==> src/rtl/lc3_pipe_ctrl.sv <==
// Pipeline control for the LC3 five-stage core: stage enables, memaccess
// sequencing, execute operand bypass selects and the branch-taken decision.
module lc3_pipe_ctrl #(
    parameter int unsigned BR_SHADOW = 3
) (
    input  logic        clock,
    input  logic        reset,
    input  logic        complete_instr,
    input  logic        complete_data,
    input  logic [15:0] IMem_dout,
    input  logic [15:0] IR,
    input  logic [15:0] IR_Exec,
    input  logic [2:0]  NZP,
    input  logic [2:0]  psr,
    output logic        enable_updatePC,
    output logic        enable_fetch,
    output logic        enable_decode,
    output logic        enable_execute,
    output logic        enable_writeback,
    output logic        bypass_alu_1,
    output logic        bypass_alu_2,
    output logic        bypass_mem_1,
    output logic        bypass_mem_2,
    output logic [1:0]  mem_state,
    output logic        br_taken
);

    localparam int unsigned CNT_W  = (BR_SHADOW < 2) ? 1 : $clog2(BR_SHADOW + 1);
    localparam int unsigned FILL_W = 3;

    localparam logic [CNT_W-1:0]  CNT_LOAD = CNT_W'(BR_SHADOW);
    localparam logic [CNT_W-1:0]  CNT_ONE  = CNT_W'(1);
    localparam logic [CNT_W-1:0]  CNT_ZERO = CNT_W'(0);
    localparam logic [FILL_W-1:0] FILL_MAX = FILL_W'(4);

    localparam logic [3:0] OP_BR  = 4'd0;
    localparam logic [3:0] OP_ADD = 4'd1;
    localparam logic [3:0] OP_LD  = 4'd2;
    localparam logic [3:0] OP_ST  = 4'd3;
    localparam logic [3:0] OP_AND = 4'd5;
    localparam logic [3:0] OP_LDR = 4'd6;
    localparam logic [3:0] OP_STR = 4'd7;
    localparam logic [3:0] OP_NOT = 4'd9;
    localparam logic [3:0] OP_LDI = 4'd10;
    localparam logic [3:0] OP_STI = 4'd11;
    localparam logic [3:0] OP_JMP = 4'd12;

    typedef enum logic [1:0] {
        MS_DATA_RD = 2'd0,
        MS_IND_RD  = 2'd1,
        MS_DATA_WR = 2'd2,
        MS_IDLE    = 2'd3
    } mem_state_e;

    function automatic logic is_alu(input logic [3:0] op);
        return (op == OP_ADD) || (op == OP_AND) || (op == OP_NOT);
    endfunction

    function automatic logic is_load(input logic [3:0] op);
        return (op == OP_LD) || (op == OP_LDR) || (op == OP_LDI);
    endfunction

    function automatic logic is_store(input logic [3:0] op);
        return (op == OP_ST) || (op == OP_STR) || (op == OP_STI);
    endfunction

    function automatic logic is_ctrl(input logic [3:0] op);
        return (op == OP_BR) || (op == OP_JMP);
    endfunction

    mem_state_e        mem_state_q, mem_state_d;
    logic [3:0]        mem_op_q, mem_op_d;
    logic              mem_done_q, mem_done_d;
    logic [CNT_W-1:0]  br_cnt_q, br_cnt_d;
    logic [FILL_W-1:0] fill_q, fill_d;

    logic en_updatepc_q, en_updatepc_d;
    logic en_fetch_q, en_fetch_d;
    logic en_decode_q, en_decode_d;
    logic en_execute_q, en_execute_d;
    logic en_writeback_q, en_writeback_d;

    logic byp_alu_1_q, byp_alu_1_d;
    logic byp_alu_2_q, byp_alu_2_d;
    logic byp_mem_1_q, byp_mem_1_d;
    logic byp_mem_2_q, byp_mem_2_d;

    logic [3:0] if_op, id_op, ex_op;
    logic [2:0] ex_dr;
    logic       src1_hit, src2_hit;
    logic       unused_bits;

    assign if_op = IMem_dout[15:12];
    assign id_op = IR[15:12];
    assign ex_op = IR_Exec[15:12];
    assign ex_dr = IR_Exec[11:9];

    assign unused_bits = ^{IMem_dout[11:0], IR[4:3], IR_Exec[8:0]};

    // Does the decoding instruction read the executing instruction's destination?
    always_comb begin
        src1_hit = (is_alu(id_op) || (id_op == OP_LDR) || (id_op == OP_STR) ||
                    (id_op == OP_JMP)) && (IR[8:6] == ex_dr);
        src2_hit = (is_alu(id_op) && !IR[5] && (IR[2:0] == ex_dr)) ||
                   (is_store(id_op) && (IR[11:9] == ex_dr));
    end

    always_comb begin
        mem_state_d    = mem_state_q;
        mem_op_d       = mem_op_q;
        mem_done_d     = mem_done_q;
        br_cnt_d       = br_cnt_q;
        fill_d         = fill_q;
        byp_alu_1_d    = byp_alu_1_q;
        byp_alu_2_d    = byp_alu_2_q;
        byp_mem_1_d    = byp_mem_1_q;
        byp_mem_2_d    = byp_mem_2_q;
        en_updatepc_d  = 1'b0;
        en_fetch_d     = 1'b0;
        en_decode_d    = 1'b0;
        en_execute_d   = 1'b0;
        en_writeback_d = 1'b0;

        if (complete_instr) begin
            mem_done_d = 1'b0;

            if (fill_q != FILL_MAX) begin
                fill_d = fill_q + FILL_W'(1);
            end

            // The cycle after a memory op completes, IR_Exec still holds it; don't restart.
            unique case (mem_state_q)
                MS_IDLE: begin
                    if (!mem_done_q) begin
                        case (ex_op)
                            OP_LD, OP_LDR: begin
                                mem_state_d = MS_DATA_RD;
                                mem_op_d    = ex_op;
                            end
                            OP_ST, OP_STR: begin
                                mem_state_d = MS_DATA_WR;
                                mem_op_d    = ex_op;
                            end
                            OP_LDI, OP_STI: begin
                                mem_state_d = MS_IND_RD;
                                mem_op_d    = ex_op;
                            end
                            default: ;
                        endcase
                    end
                end
                MS_IND_RD: begin
                    if (complete_data) begin
                        mem_state_d = (mem_op_q == OP_STI) ? MS_DATA_WR : MS_DATA_RD;
                    end
                end
                MS_DATA_RD, MS_DATA_WR: begin
                    if (complete_data) begin
                        mem_state_d = MS_IDLE;
                        mem_done_d  = 1'b1;
                    end
                end
            endcase

            // Shadow counter: loads on a fetched BR/JMP, frozen while memory stalls.
            if (en_fetch_q && is_ctrl(if_op)) begin
                br_cnt_d = CNT_LOAD;
            end else if ((br_cnt_q != CNT_ZERO) && (mem_state_q == MS_IDLE)) begin
                br_cnt_d = br_cnt_q - CNT_ONE;
            end

            if (en_decode_q) begin
                byp_alu_1_d = is_alu(ex_op) && src1_hit;
                byp_alu_2_d = is_alu(ex_op) && src2_hit;
                byp_mem_1_d = is_load(ex_op) && src1_hit;
                byp_mem_2_d = is_load(ex_op) && src2_hit;
            end

            // Enables reflect the state the pipeline is entering.
            if (mem_state_d != MS_IDLE) begin
                en_writeback_d = (mem_state_d == MS_DATA_RD);
            end else if (br_cnt_d != CNT_ZERO) begin
                en_updatepc_d  = (br_cnt_d == CNT_ONE);
                en_decode_d    = (br_cnt_d == CNT_LOAD);
                en_execute_d   = (fill_d >= FILL_W'(3));
                en_writeback_d = (fill_d >= FILL_W'(4));
            end else begin
                en_updatepc_d  = (fill_d >= FILL_W'(1));
                en_fetch_d     = (fill_d >= FILL_W'(1));
                en_decode_d    = (fill_d >= FILL_W'(2));
                en_execute_d   = (fill_d >= FILL_W'(3));
                en_writeback_d = (fill_d >= FILL_W'(4));
            end
        end
    end

    always_ff @(posedge clock) begin
        if (!reset) begin
            mem_state_q    <= MS_IDLE;
            mem_op_q       <= 4'd0;
            mem_done_q     <= 1'b0;
            br_cnt_q       <= CNT_ZERO;
            fill_q         <= '0;
            en_updatepc_q  <= 1'b0;
            en_fetch_q     <= 1'b0;
            en_decode_q    <= 1'b0;
            en_execute_q   <= 1'b0;
            en_writeback_q <= 1'b0;
            byp_alu_1_q    <= 1'b0;
            byp_alu_2_q    <= 1'b0;
            byp_mem_1_q    <= 1'b0;
            byp_mem_2_q    <= 1'b0;
        end else begin
            mem_state_q    <= mem_state_d;
            mem_op_q       <= mem_op_d;
            mem_done_q     <= mem_done_d;
            br_cnt_q       <= br_cnt_d;
            fill_q         <= fill_d;
            en_updatepc_q  <= en_updatepc_d;
            en_fetch_q     <= en_fetch_d;
            en_decode_q    <= en_decode_d;
            en_execute_q   <= en_execute_d;
            en_writeback_q <= en_writeback_d;
            byp_alu_1_q    <= byp_alu_1_d;
            byp_alu_2_q    <= byp_alu_2_d;
            byp_mem_1_q    <= byp_mem_1_d;
            byp_mem_2_q    <= byp_mem_2_d;
        end
    end

    assign enable_updatePC  = en_updatepc_q;
    assign enable_fetch     = en_fetch_q;
    assign enable_decode    = en_decode_q;
    assign enable_execute   = en_execute_q;
    assign enable_writeback = en_writeback_q;
    assign bypass_alu_1     = byp_alu_1_q;
    assign bypass_alu_2     = byp_alu_2_q;
    assign bypass_mem_1     = byp_mem_1_q;
    assign bypass_mem_2     = byp_mem_2_q;
    assign mem_state        = 2'(mem_state_q);
    assign br_taken         = (br_cnt_q == CNT_ONE) && (|(NZP & psr));

endmodule

==> config.mk <==
export PLATFORM = sky130hd
export DESIGN_NAME = lc3_pipe_ctrl
export DESIGN_NICKNAME = d
export VERILOG_FILES = /design/src/rtl/lc3_pipe_ctrl.sv
export SDC_FILE = /design/constraint.sdc
export NUM_CORES = 1
export LEC_CHECK = 0
export ABC_AREA = 1
export CAP_MARGIN = 20
export CORE_ASPECT_RATIO = 0.6
export CORE_UTILIZATION = 41
export DETAILED_ROUTE_END_ITERATION = 12
export GPL_TIMING_DRIVEN = 0
export MAX_ROUTING_LAYER = met4
export PLACE_DENSITY = 0.83
export SLEW_MARGIN = 20
export SYNTH_ARGS = -nofsm -noshare
export SYNTH_HDL_FRONTEND = slang
export SYNTH_SLANG_ARGS = --single-unit
==> constraint.sdc <==
create_clock -name clock -period 4.15 [get_ports clock]
set_input_delay 0.415 -clock clock [delete_from_list [all_inputs] [get_ports clock]]
set_output_delay 0.415 -clock clock [all_outputs]
set_load 0.03 [all_outputs]
After elaboration in Yosys (flattened, before gate mapping)
Index checks and enable logic that the tools add are counted.
{"block": "op_classes", "n_reduce_logical": 41, "muxes": 17, "n_eq_ne": 30, "addsub": 2, "bitwise_logic": 4, "order_cmp": 4}
{"operator": "$eq 4x4->1 const B", "n": 8}
{"operator": "$eq 4x3->1 const B", "n": 6}
{"operator": "$mux 2", "n": 8}
{"operator": "$logic_or 1x1->1", "n": 13}
{"operator": "$eq 4x2->1 const B", "n": 3}
{"operator": "$pmux 2 s3", "n": 2}
{"operator": "$logic_and 1x1->1", "n": 11}
{"operator": "$eq 3x3->1", "n": 3}
{"operator": "$eq 4x1->1 const B", "n": 2}
{"operator": "$reduce_or 2->1", "n": 4}
{"operator": "$eq 2x1->1 const B", "n": 3}
{"operator": "$eq 2x2->1 const B", "n": 3}
{"operator": "$ge 3x2->1 const B", "n": 2}
{"operator": "$mux 3", "n": 2}
{"operator": "$reduce_or 3->1", "n": 2}
{"operator": "$reduce_or 6->1", "n": 1}
{"operator": "$mux 1", "n": 5}
{"operator": "$logic_not 2->1", "n": 2}
{"operator": "$logic_not 4->1", "n": 1}
{"operator": "$reduce_and 2->1", "n": 2}
{"operator": "$reduce_and 4->1", "n": 1}
{"operator": "$reduce_bool 2->1", "n": 2}
{"operator": "$reduce_or 4->1", "n": 1}
{"operator": "$add 3x1->3 const B", "n": 1}
{"operator": "other kinds (8)", "n": 10}
{"block": "word_totals", "inputBits": 58, "regBits": 21}

Depth between registers and ports, before layout
Gate-level depths: netlist (run 1).
{"block": "logic_depth", "ltp_word": 8, "mapped_depth": 10, "ltp_nobuf": 10}

Least setup slack after synthesis (run 1)
Ideal clock, no wire load.
{"block": "synth_timing", "path_type": "reg-to-reg", "startpoint": "register mem_state_q[0] (netlist: mem_state[0])", "endpoint": "register en_updatepc_q (netlist: enable_updatePC)", "synth_period_minus_slack_ns": 1.378, "arrival_time_ns": 1.262, "stages_incl_launch_ff": 8, "slack_ns": 2.772, "path_cell_list": "dfxtp_1 nand3_1 nand2_1 nand2_1 nor2_1 inv_1 o21ai_0 nor2_1"}
{"block": "synth_between", "elab_chain_cells": 7}
{"item": "from (decl)", "line": "71", "rtl": "mem_state_e mem_state_q, mem_state_d;"}
{"item": "from (signal assigned)", "line": "214", "rtl": "mem_state_q <= mem_state_d;"}
{"item": "branches (longest 7 deep; another with $pmux 2 s3)"}
{"item": "to (signal assigned)", "line": "219", "rtl": "en_updatepc_q <= en_updatepc_d;"}
{"item": "to (decl)", "line": "77", "rtl": "logic en_updatepc_q, en_updatepc_d;"}
Several ways; the timed one is not identified. The select of a mux whose other input is x is not followed.
A chain may end at the register's enable or synchronous reset.

Worst setup path in the final report (run 1)
{"block": "layout_timing", "startpoint": "input port NZP[1]", "endpoint": "output port br_taken"}
{"block": "layout_between", "elab_chain_cells": 3}
{"item": "from (decl)", "line": "13", "rtl": "input logic [2:0] NZP,"}
{"item": "$and 3x3->3", "line": "241", "rtl": "assign br_taken = (br_cnt_q == CNT_ONE) && (|(NZP & psr));"}
{"item": "$reduce_or 3->1", "line": "241"}
{"item": "$logic_and 1x1->1", "line": "241"}
{"item": "to (decl)", "line": "25", "rtl": "output logic br_taken"}
Every way passes these cells.

==> key figures, run 1 <==
Synthesis
  • Flops & latches, synth: 21
  • Top cells by area, synth: dfxtp_1, nand2_1, nor2_1
  • Seq/Total Area, Yosys: 33.7%
  • Ys async rst share: 0%
  • Syn Area/Cell: 6.37 µm²
  • Commonest cells in the netlist: nand2_1, nor2_1, inv_1
  • Primary FF master, synth: dfxtp_1
  • Top-area cell type share of the netlist area: 33.7%
  • Most frequent cell after synthesis: nand2_1
  • Post-synth cell types: 20
  • Synthesized cell area: 1250 µm²
  • Leading area contributor after synthesis: dfxtp_1
  • EDFF count, synth: 0
  • Yosys warns: 0
  • Mapped Nets: 258
  • Cells after synthesis: 196

Detailed routing
  • First DRT Iteration DRCs: 70
  • Vias: 1321
  • DRC errors left: 0
  • Drt pass-1 iters: 4
  • Final WL: 3060 µm
  • Vias per cell: 4.59
  • Antenna-violating nets left: 0
  • Wire per inst: 10.6 µm

GRT
  • GRT Residual Overflow: 0
  • First-pass GRT wire length: 5090 µm
  • Number of global-route vias before repair: 1157
  • Total Routing Usage GR: 21.1%
  • Initial antenna violation count: 0
  • Largest net degree at the start of global routing: 12

Clock network
  • CTS root buf: clkbuf_8
  • Hold-fix buffers, CTS: 0
  • Post CTS Setup Buffer Count: 0
  • Longest Clk Path Bufs: 2
  • Worst-skew pair later-pin latency: 0.26 ns
  • CTS tree: yes
  • Cts repair resizes: 0
  • # clock sinks: 21
  • Clock slew seen by the registers of the worst setup and hold paths: 0.07 ns
  • Num CTS Buffers: 3
  • H-tree levels: 1

Power and ir drop
  • Pwr Density: 273 nW/µm²
  • Maximum vdd ir drop: 0.000137 V
  • Lkg Pwr: 0.816 nW

Run
  • Max cap viols: 0

STA
  • RSZ-0062 raised after global routing: false
  • Final worst setup slack: 2.00 ns
  • Worst-margin pin slew: 0.314 ns
  • Final Hold Vio Count: 0
  • Clock Skews: 0.00275 ns
  • Final Max Slew Viols: 0
  • Period utilisation layout: 51.7%
  • Tmin final: 2.15 ns
  • Fmax: 466 MHz
  • Final Setup Violations: 0
  • Sum Neg Setup Slack: 0 ns
  • Slew headroom: 79.0%

Setup path
  • CP arrival: 1.73 ns
  • CP Max Fanout: 1
  • Critical Path Source Type: input pin
  • Worst Setup End Kind: output port
  • Setup Crit Path Kind: input pin to output port
  • Worst path max stage delay: 0.66 ns
  • CP Buf/Inv Count: 3
  • Critical-path cell list: clkdlybuf4s50_1, nand2_1, nand3_1, nand2_1, inv_1, clkdlybuf4s50_1
  • Slowest CP cell: clkdlybuf4s50_1
  • CP required: 3.73 ns
  • Crit path max-delay family: buffers and inverters

Run status
  • Status: completed

Die
  • IO Pins: 70
  • DIE WIDTH: 73.2 µm
  • Core box area: 2890 µm²
  • Die ar.: 3280 µm²
  • Starting density of the core: 43.2%
  • FP Rows: 15
  • Die H: 44.8 µm

Final layout
  • Design area: 1810 µm²
  • Final nets: 309
  • N_diodes: 0
  • Synthesis-to-finish area growth: 44.7%
  • Share of cells above drive strength 1: 4.47%

Min path
  • Min-Delay Path Class: flip-flop to flip-flop

Placed design
  • Area post-placement: 1760 µm²
  • Dpl ws: 1.99 ns
  • GPL Wtd Cong: 0.808
  • Port Buffers: 46
  • DP HPWL: 2490 µm
==> metal layers <==
metal / part of all wire [%] / GRT usage, %
met5: 0 / -
met4: 0.26 / 4.71
met3: 4.2 / 4.69
met2: 41 / 29.6
met1: 54 / 30.8
==> cell usage in the layout (no fill, tap or decap), drive strengths merged <==
cell type and count:
a21oi 12, clkbuf 4, clkdlybuf4s50 46, dfxtp 21
ha 4, inv 31, nand2 55, nand3 11
nand3b 1, nand4 3, nor2 37, nor3 3
o21ai 8, o21bai 1, o22ai 4, o32ai 1
xor2 4
==> where the power goes <==
| part | switching (mW) | internal [mW] | leakage, nW |
|---|---|---|---|
| sequential | 0.00826 | 0.212 | 0.171 |
| combinational | 0.0733 | 0.0662 | 0.622 |
| clock | 0.0654 | 0.0684 | 0.0228 |
| total | 0.147 | 0.347 | 0.816 |
==> path summary, 6_finish.rpt <==
check                            startpoint                    endpoint  slack (ns)  cells past startpoint
setup / recovery                     NZP[1]                    br_taken        2.00                      6
hold / removal    bypass_mem_1$_SDFFE_PN0P_   bypass_mem_1$_SDFFE_PN0P_        0.48                      2
setup reg to reg   br_cnt_q[0]$_SDFFE_PN0P_  enable_updatePC$_SDFF_PP0_        2.54                     10
hold reg to reg   bypass_mem_1$_SDFFE_PN0P_   bypass_mem_1$_SDFFE_PN0P_        0.48                      2
==> layout make-up <==
cell class / count / area (µm²)
Clock buffer: 4 / 45.0
Fill cell: 279 / 1080
Inverter: 31 / 116
Multi-Input combinational cell: 144 / 712
Sequential cell: 21 / 420
Tap cell: 42 / 52.6
Timing Repair Buffer: 46 / 460
==> kinds of logic (layout without fill, tap and decap cells) <==
family                   after synthesis  in the layout  share of synthesized area [%]
XOR/XNOR                               4              4                           2.81
adder cells (fa/ha/maj)                4              4                           4.01
AND/OR/NAND/NOR                      110            110                           37.1
AO/OA/AOI/OAI                         26             26                           13.1
flip-flops                            21             21                           33.7
buffers and inverters                 31             81                           9.32
==> tightest hold or removal path: stages (launching register included) <==
cell and delay [ns]:
dfxtp_1 0.32, nand2_1 0.06, a21oi_1 0.06
==> registers in the layout (all words and copies together) (netlist names), 2 cells and up <==
signal     count
mem_op_q       4
fill_q         3
br_cnt_q       2
mem_state      2
==> per-stage QoR <==
| stage | utilization (%) | total power, mW | cells | hold WS [ns] |
|---|---|---|---|---|
| after floorplan | - | 0.301 | 196 | 0.428 |
| after global placement | 61.0 | 0.360 | 284 | 0.451 |
| after detailed placement | 61.0 | 0.363 | 284 | 0.461 |
| after CTS | 62.5 | 0.499 | 288 | 0.477 |
| after global routing | 62.5 | 0.523 | 288 | 0.496 |
| final | 62.5 | 0.494 | 288 | 0.477 |
Note: power is estimated with default switching activity, not from simulation.
==> inputs of run 2 (changes only) <==
- CORE_UTILIZATION: 41 -> 34
- PLACE_DENSITY: 0.83 -> 0.73
- clock period: 4.15 -> 1.75 ns (I/O delays scaled with it)
==> run 2 against run 1 <==
- first-iteration DRC count is 11% lower
- register-to-register slack worse by 2.3 ns
- clock-buffer cell count is 1 lower
- cell count is 1.0% higher
- power is 140% higher
- flip-flop and latch count stayed put
- sequential power is 140% higher
- critical endpoint is now mem_state[0]
==> key figures, run 2 (synthesis gave the netlist of run 1 again) <==
Die
  • FP Rows: 16
  • Die H: 48.9 µm
  • Die ar.: 3930 µm²
  • Core box area: 3380 µm²
  • DIE WIDTH: 80.2 µm
  • IO Pins: 70
  • Starting density of the core: 36.9%

GRT
  • First-pass GRT wire length: 4910 µm
  • Number of global-route vias before repair: 1156
  • Largest net degree at the start of global routing: 13
  • GRT Residual Overflow: 0
  • Initial antenna violation count: 0
  • Total Routing Usage GR: 16.4%

Clock network
  • # clock sinks: 21
  • Longest Clk Path Bufs: 2
  • CTS root buf: clkbuf_8
  • Clock slew seen by the registers of the worst setup and hold paths: 0.08 ns
  • Hold-fix buffers, CTS: 0
  • Worst-skew pair later-pin latency: 0.26 ns
  • Post CTS Setup Buffer Count: 0
  • H-tree levels: 1
  • Num CTS Buffers: 3
  • CTS tree: yes

STA
  • Fmax: 613 MHz
  • RSZ-0062 raised after global routing: false
  • Slew headroom: 79.1%
  • Final Max Slew Viols: 0
  • Final Setup Violations: 0
  • Final Hold Vio Count: 0
  • Clock Skews: 0.00374 ns
  • Sum Neg Setup Slack: 0 ns
  • Worst Hold Margin: 0.469 ns
  • Period utilisation layout: 93.2%
  • Worst-margin pin slew: 0.312 ns
  • Tmin final: 1.63 ns

Run status
  • Status: completed

Power and ir drop
  • Combinational share of power: 28.3%
  • Switching Fraction: 30.0%
  • Pwr Density: 645 nW/µm²
  • Psw: 0.351 mW
  • P_int: 0.819 mW
  • Lkg Pwr: 0.824 nW
  • Maximum vdd ir drop: 0.000316 V
  • Clock power share: 27.1%
  • Flop pwr share: 44.6%
  • Total power: 1.17 mW

Detailed routing
  • Final WL: 3010 µm
  • First DRT Iteration DRCs: 62
  • Drt pass-1 iters: 4
  • DRC errors left: 0
  • Wire per inst: 10.3 µm
  • Antenna-violating nets left: 0
  • Vias per cell: 4.54
  • Vias: 1322

Final layout
  • Commonest non-fill, non-tap cell in the layout: nand2_1
  • Filler cell count: 334
  • Final design utilization: 53.6%
  • Largest regs: mem_op_q (4), fill_q (3)
  • N_diodes: 0
  • Commonest non-fill, non-tap cells in the layout: nand2_1, clkdlybuf4s50_1, nor2_1, inv_1, dfxtp_1
  • Register name with the most flops: mem_op_q
  • Max reg flops: 4
  • Share of cells above drive strength 1: 5.28%
  • Synthesis-to-finish area growth: 45.2%
  • Final nets: 309
  • Area occupied by multi-input gates: 714 µm²
  • Register Area: 420 µm²

Placed design
  • Port Buffers: 46
  • GPL Wtd Cong: 0.773
  • DP HPWL: 2430 µm

Setup path
  • R2R Path End: enable_updatePC$_SDFF_PP0_
  • Internal reg-to-reg setup slack: 0.26 ns
  • CP required: 1.57 ns
  • CP arrival: 1.46 ns
  • CP Buf/Inv Count: 1
  • Setup Crit Path Kind: flip-flop to output port
  • Worst r2r path cells: 8
  • R2R Path Start: fill_q[0]$_SDFFE_PN0P_
  • CP Max Fanout: 8
  • Worst Setup End Kind: output port
  • Critical Path Source Type: flip-flop
  • Crit path max-delay family: buffers and inverters
  • Slowest CP cell: clkdlybuf4s50_1
  • Critical-path cell list: clkdlybuf4s50_1
  • Worst path max stage delay: 0.72 ns

Min path
  • Worst hold stages: 2
  • Min-Delay Path Class: flip-flop to flip-flop
  • WHS Endpoint: bypass_alu_1$_SDFFE_PN0P_
  • Min-delay src: bypass_alu_1$_SDFFE_PN0P_

Run
  • Max cap viols: 0
==> run 2: metrics by stage <==
step           cell area [µm²]  worst slack (ns)  std cells
2_1_floorplan             1250             0.372        196
3_3_place_gp              1770            0.0554        287
3_5_place_dp              1770            0.0564        287
4_1_cts                   1810             0.112        291
5_1_grt                   1810            0.0287        291
6_report                  1810             0.119        291
==> run 2: how the worst max path moves through the flow <==
stage	start	to	slack [ns]	cells past startpoint
3_3_place_gp	IR_Exec[15]	enable_writeback$_SDFF_PN0_	0.06	8
3_5_place_dp	NZP[2]	br_taken	0.06	6
4_1_cts	mem_state[0]$_SDFFE_PN1P_	mem_state[0]	0.11	1
5_1_grt	fill_q[0]$_SDFFE_PN0P_	enable_updatePC$_SDFF_PP0_	0.03	8
6_report	mem_state[0]$_SDFFE_PN1P_	mem_state[0]	0.12	1
2_1_floorplan	mem_state[0]$_SDFFE_PN1P_	enable_updatePC$_SDFF_PP0_	0.37	7
==> run 2: final cells by class <==
| class | instances | share of cell area [%] |
|---|---|---|
| clock buffer | 3 | 2.28 |
| clock inverter | 1 | 0.276 |
| inverter | 31 | 6.42 |
| multi-input combinational | 144 | 39.4 |
| sequential | 21 | 23.2 |
| tap | 45 | 3.11 |
| timing repair buffer | 46 | 25.3 |
==> run 2: power groups by stage <==
stage	Combinational [mW]	Sequential [mW]	Clock [mW]
floorplan	0.164	0.551	0
global placement	0.324	0.532	0
detailed placement	0.327	0.532	0
CTS	0.329	0.521	0.327
global route	0.368	0.525	0.346
finish	0.331	0.521	0.317
==> run 2: timing repair <==
item | in CTS | in global routing
pin swaps | 0 | 0
setup endpoints to repair | 1 | 1
gates resized for setup | 1 | 2
==> run 2: layer usage <==
layer / part of all wire (%) / up-vias / track usage [%]
met5: 0 / - / -
met4: 0.30 / 0 / 1.79
met3: 6.5 / 2 / 4.86
met2: 38 / 34 / 24.2
met1: 55 / 567 / 22.7
li1: - / 719 / -
